### config.mk
export PLATFORM = sky130hd
export DESIGN_NAME = uart_rx_sipo
export DESIGN_NICKNAME = d
export VERILOG_FILES = /design/src/rtl/uart_rx_sipo.sv
export SDC_FILE = /design/constraint.sdc
export NUM_CORES = 1
export LEC_CHECK = 0
export CAP_MARGIN = 25
export CORE_ASPECT_RATIO = 0.9
export CORE_UTILIZATION = 56
export DETAILED_ROUTE_END_ITERATION = 12
export GPL_TIMING_DRIVEN = 0
export PLACE_DENSITY = 0.85
export REMOVE_ABC_BUFFERS = 1
export SLEW_MARGIN = 20
export SYNTH_ARGS = -nofsm -noshare
export SYNTH_HDL_FRONTEND = slang
export SYNTH_SLANG_ARGS = --single-unit
### constraint.sdc
create_clock -name baud_clk -period 2.55 [get_ports baud_clk]
set_input_delay 0.3825 -clock baud_clk [delete_from_list [all_inputs] [get_ports baud_clk]]
set_output_delay 0.3825 -clock baud_clk [all_outputs]
set_load 0.02 [all_outputs]
### src/rtl/uart_rx_sipo.sv
// UART receiver: two-flop synchroniser, oversampled 3-tap majority bit decision,
// 11-bit frame (start, 8 data LSB-first, parity, stop) to parallel byte plus status.
module uart_rx_sipo #(
    parameter int unsigned OVERSAMPLE = 16,
    parameter bit          PARITY_ODD = 1'b0
) (
    input  logic       baud_clk,
    input  logic       rst_n,
    input  logic       data_rx,
    output logic [7:0] data_out,
    output logic       data_valid,
    output logic       parity_error,
    output logic       framing_error,
    output logic       active_flag,
    output logic       done_flag
);

    localparam int unsigned TW = $clog2(OVERSAMPLE);

    localparam logic [TW-1:0] TICK_LAST = TW'(OVERSAMPLE - 1);
    localparam logic [TW-1:0] SAMP_A    = TW'(OVERSAMPLE / 2 - 1);
    localparam logic [TW-1:0] SAMP_B    = TW'(OVERSAMPLE / 2);
    localparam logic [TW-1:0] DECIDE    = TW'(OVERSAMPLE / 2 + 1);

    typedef enum logic [2:0] {
        StIdle,
        StStart,
        StData,
        StParity,
        StStop,
        StWaitHigh
    } state_e;

    state_e        state;
    logic          rx_meta;
    logic          rx_s;
    logic [TW-1:0] tick_cnt;
    logic [2:0]    bit_cnt;
    logic          samp_a;
    logic          samp_b;
    logic [7:0]    shift_reg;
    logic          par_bit;

    logic majority;
    logic decide;
    logic par_mismatch;

    // Third tap is the live rx_s value at the decision tick.
    always_comb begin
        majority     = (samp_a & samp_b) | (samp_a & rx_s) | (samp_b & rx_s);
        decide       = (tick_cnt == DECIDE);
        par_mismatch = ((^shift_reg) ^ PARITY_ODD) != par_bit;
    end

    always_ff @(posedge baud_clk or negedge rst_n) begin
        if (!rst_n) begin
            rx_meta       <= 1'b1;
            rx_s          <= 1'b1;
            state         <= StIdle;
            tick_cnt      <= '0;
            bit_cnt       <= '0;
            samp_a        <= 1'b1;
            samp_b        <= 1'b1;
            shift_reg     <= 8'h00;
            par_bit       <= 1'b0;
            data_out      <= 8'h00;
            data_valid    <= 1'b0;
            parity_error  <= 1'b0;
            framing_error <= 1'b0;
            active_flag   <= 1'b0;
            done_flag     <= 1'b0;
        end else begin
            rx_meta    <= data_rx;
            rx_s       <= rx_meta;
            data_valid <= 1'b0;
            done_flag  <= 1'b0;

            // Free-running bit-period counter while a frame is in flight; decision ticks
            // therefore stay exactly one bit period apart.
            if (state != StIdle && state != StWaitHigh) begin
                tick_cnt <= (tick_cnt == TICK_LAST) ? '0 : tick_cnt + 1'b1;
                if (tick_cnt == SAMP_A) samp_a <= rx_s;
                if (tick_cnt == SAMP_B) samp_b <= rx_s;
            end

            case (state)
                StIdle: begin
                    if (!rx_s) begin
                        tick_cnt    <= '0;
                        bit_cnt     <= '0;
                        active_flag <= 1'b1;
                        state       <= StStart;
                    end
                end
                StStart: begin
                    if (decide) begin
                        if (majority) begin
                            active_flag <= 1'b0;
                            state       <= StIdle;
                        end else begin
                            state <= StData;
                        end
                    end
                end
                StData: begin
                    if (decide) begin
                        shift_reg <= {majority, shift_reg[7:1]};
                        bit_cnt   <= bit_cnt + 3'd1;
                        if (bit_cnt == 3'd7) state <= StParity;
                    end
                end
                StParity: begin
                    if (decide) begin
                        par_bit <= majority;
                        state   <= StStop;
                    end
                end
                StStop: begin
                    if (decide) begin
                        data_out      <= shift_reg;
                        parity_error  <= par_mismatch;
                        framing_error <= ~majority;
                        data_valid    <= 1'b1;
                        done_flag     <= 1'b1;
                        active_flag   <= 1'b0;
                        // Leaving mid-stop-bit lets a zero-gap next start edge be caught.
                        state         <= majority ? StIdle : StWaitHigh;
                    end
                end
                StWaitHigh: begin
                    if (rx_s) state <= StIdle;
                end
                default: state <= StIdle;
            endcase
        end
    end

endmodule

==> impl.org <==
** Run status
- The flow ran to the end, and the final reports show no timing, DRC or antenna violations.

** Route
- Detail-routed net length per standard cell :: 14.70 microns
- Summing over every cut layer, the via total after detailed routing is 1109.
- Total iterations of the first detailed-routing run :: 4
- Post-route DRC violation count :: 0
- ANT nets after route :: 0
- Violation count after the first detailed-route iteration :: 44
- The routed design has between 2000 and 3000 microns of wire.
- After detailed routing, the number of vias per cell comes to approximately 5.5.

** Logic synthesis
- The synthesized design spends more area on one cell type than any other, namely sky130_fd_sc_hd__dfrtp_1.
- Number of flip-flops and latches in the synthesized netlist :: 35
- Share of the synthesized area in the top cell type :: around 45%
- Sorting the synthesized cells by area gives the leading types as sky130_fd_sc_hd__dfrtp_1 (45%), sky130_fd_sc_hd__mux2_4 (9.6%), sky130_fd_sc_hd__dfstp_2 (6.1%), sky130_fd_sc_hd__mux2_2 (3.9%), sky130_fd_sc_hd__o21ai_0 (3.8%).
- Number of enable flip-flop cells after synthesis :: 0
- Primary flip-flop cell chosen by synthesis mapping :: sky130_fd_sc_hd__dfrtp_1
- Synthesis handed over a netlist of roughly 140 instances.
- Unique cell type count in the Yosys netlist :: 37
- Synthesis Warnings :: 0
- By count the netlist is led by sky130_fd_sc_hd__dfrtp_1 (31), sky130_fd_sc_hd__o21ai_0 (13), sky130_fd_sc_hd__mux2_4 (11), sky130_fd_sc_hd__nand2_1 (8), sky130_fd_sc_hd__nor2_1 (8).
- After synthesis, flip-flops and latches occupy 51.42% of the total area.
- Mean Syn Cell Area :: 11.98 sq um
- For this run, asynchronously set or reset flops after synthesis account for 100.0%.
- Dominant cell by count in the synthesized netlist :: sky130_fd_sc_hd__dfrtp_1
- After synthesis the cells add up to ~1700 sq um.

** Global route
- Pin count of the biggest net entering global routing :: 35
- The number of global-route vias before repair came to between 1000 and 1500.
- The first global-routing pass estimated about 5100 microns of wire.
- For this run the aggregate overflow at the end of global routing stands at 0.
- Number of antenna violations at the first check in global routing :: 0
- Global routing consumed, over all layers together, around 22% of the routing resources.

** Setup path
- Data arrival time at the worst-slack endpoint :: approximately 2.4 ns
- Critical path launch point type :: register
- For this run, the slowest stage of the critical path takes roughly 0.69 ns.
- Along the worst path, the maximum fanout reaches 13.
- The setup path with the least slack is of type register to register.
- Setup slack on the worst reg-to-reg path comes out at just over 0.4 ns.
- Critical Path End Type :: register
- The endpoint identified for the worst register-to-register timing path is data_out[6]$_DFFE_PN0P_.
- Critical Path Slowest Stage Cell :: sky130_fd_sc_hd__or3_1
- Counting cells, the worst reg-to-reg path comes to 5.
- For the worst setup path, the data required time is around 2.8 ns.
- Ordered cell list for the critical path :: inv_1 -> ha_1 -> nand3b_1 -> or3_1 -> mux2_4
- In this run the critical register-to-register path is launched from tick_cnt[1]$_DFF_PN0_.

** Die
- DIE HEIGHT :: roughly 54 microns
- The initial utilization of the core area, before any placement, comes to a little over 60%.
- Standard-cell row count :: 18
- I/O pin cnt :: 16
- Width of the die :: between 60 and 70 microns
- The total area inside the core boundary comes to roughly 2800 sq um.
- The die covers 3284 sq um.

** STA
- Worst slew margin :: about 40%
- Setup violations remaining at the end of the flow were counted as 0.
- Max Clock Skew :: roughly 0.012 ns
- Worst Setup Slack, final :: 0.4027 ns
- Slew @ Worst Pin :: between 0.8 and 0.9 ns
- Final cycle utilization of the critical path :: 84.21%
- The routed design could run at a clock period as short as approximately 2.1 ns.
- Max-slew violations :: 0
- The number of hold violations in the final report was 0.
- Max frequency :: 465.7 MHz
- Setup TNS :: 0 ns
- Setup repair after global routing left no endpoint under its margin.

** Hold path
- Min-delay worst type :: primary input to async pin

** Layout
- After filler insertion, the fill cell instance count of the layout stands at 200.
- Across the whole layout, storage elements account for around 880 sq um.
- The finished layout holds 200 standard cells, fillers aside.
- Fraction of layout instances using a drive strength above 1 :: between 10% and 20%
- 0 antenna diodes ended up in the layout.
- Final net count :: between 150 and 200
- Compared with the post-synthesis result, the final layout area differs by 15.92%.
- Area taken by multi-input logic gates :: 759.5 sq um

** Clocking
- The clock passes through at most 2 buffers.
- After clock tree synthesis, the clock-pin slew on the worst setup and hold paths is 0.11 ns.
- Buffers inserted during clock tree synthesis total 5.
- Buffers added to address setup during post-CTS repair amount to 0.
- The number of hold buffers added after CTS was 1.
- After clock tree synthesis, the repair step resized 0 gates.
- H-tree depth :: 2
- Clock tree synthesis found a total of 35 sinks.
- Later-pin clock latency in the skew report :: approximately 0.34 ns
- Clock Tree Root :: sky130_fd_sc_hd__clkbuf_4
- CTS tree :: done

** Place
- Count of placed standard cells including taps :: 191
- Prior to clock tree synthesis, the placed netlist has a worst setup slack of approximately 0.39 ns.
- In this run the tool buffered the top-level ports with 15 buffer cells.
- Final HPWL from detailed placement :: ~2100 microns
- Routability-driven placement finished with a final weighted congestion of about 0.72.

** Job
- MaxCap Viol Count :: 0

** Power and ir drop
- Power per cell area :: 875.7 nW/um^2
- IR analysis of the VDD net gives a maximum drop of 0.5916 mV.
- Leakage power summed over all cells :: about 0.94 nW
## cell type report
type | instances | area share [%]
sequential | 35 | 44.36
multi-input combinational | 95 | 38.25
timing repair buffer | 17 | 8.822
clock inverter | 2 | 3.025
tap | 40 | 2.520
clock buffer | 6 | 2.079
inverter | 5 | 0.9452
## cells by family after synthesis
group           share of synthesized area [%]
buf+inv                                 4.236
compound gates                          10.08
xor+xnor                                5.405
mux                                     14.83
simple gates                            9.789
flops                                   51.42
fa+ha+maj                               4.237
## report_power, final
group          total [W]  internal (W)  switching, W
combinational   0.000446      0.000215      0.000231
sequential      0.000805      0.000665      0.000140
clock           0.000488      0.000306      0.000182
total            0.00174       0.00119      0.000553
## how the worst max path moves through the flow
stage | from | to | cells past startpoint
floorplan | tick_cnt[1]$_DFF_PN0_ | data_out[4]$_DFFE_PN0P_ | 5
detailed placement | tick_cnt[1]$_DFF_PN0_ | data_out[6]$_DFFE_PN0P_ | 5
global route | tick_cnt[1]$_DFF_PN0_ | data_out[6]$_DFFE_PN0P_ | 5
global placement | rst_n | tick_cnt[1]$_DFF_PN0_ | 1
CTS | tick_cnt[1]$_DFF_PN0_ | data_out[6]$_DFFE_PN0P_ | 5
finish | tick_cnt[1]$_DFF_PN0_ | data_out[6]$_DFFE_PN0P_ | 5
## layout by cell type, fill, tap and decap left out, types with 3 or more instances in the layout
master                            instances
sky130_fd_sc_hd__nand3b_1                 3
sky130_fd_sc_hd__xnor2_1                  4
sky130_fd_sc_hd__nand2b_1                 3
sky130_fd_sc_hd__mux2_2                   6
sky130_fd_sc_hd__a21oi_1                  6
sky130_fd_sc_hd__inv_1                    5
sky130_fd_sc_hd__nand2_1                  8
sky130_fd_sc_hd__nor3_1                   3
sky130_fd_sc_hd__clkdlybuf4s50_1         14
sky130_fd_sc_hd__dfrtp_1                 31
sky130_fd_sc_hd__nor2_1                   8
sky130_fd_sc_hd__o21ai_0                 13
sky130_fd_sc_hd__clkbuf_4                 5
sky130_fd_sc_hd__mux2_4                  11
sky130_fd_sc_hd__ha_1                     5
sky130_fd_sc_hd__xor2_1                   4
sky130_fd_sc_hd__dfstp_2                  4
## critical path: cells and delay by family (launching register included)
family	cells	cell delay, ns
and+or+nand+nor	2	0.97
adders and majority gates	1	0.17
muxes	1	0.38
DFF	1	0.42
buffers and inverters	1	0.11
## layer usage
layer / track usage [%] / share of wire (%)
met5: 0 / 0
met4: 6.977 / 1.3
met1: 23.21 / 43
met3: 7.092 / 4.5
met2: 40.84 / 51
## per-stage QoR
stage / hold slack, ns / util (%) / power [W] / area, sq um
2_1_floorplan: 0.08691 / - / 0.001113 / 1659
3_3_place_gp: 0.3466 / 66.04 / 0.001203 / 1859
3_5_place_dp: 0.1815 / 66.58 / 0.001260 / 1874
4_1_cts: 0.3367 / 70.53 / 0.001754 / 1986
5_1_grt: 0.3310 / 70.53 / 0.001856 / 1986
6_report: 0.3482 / 70.53 / 0.001739 / 1986
No activity file was read; power rests on OpenSTA's default activity.
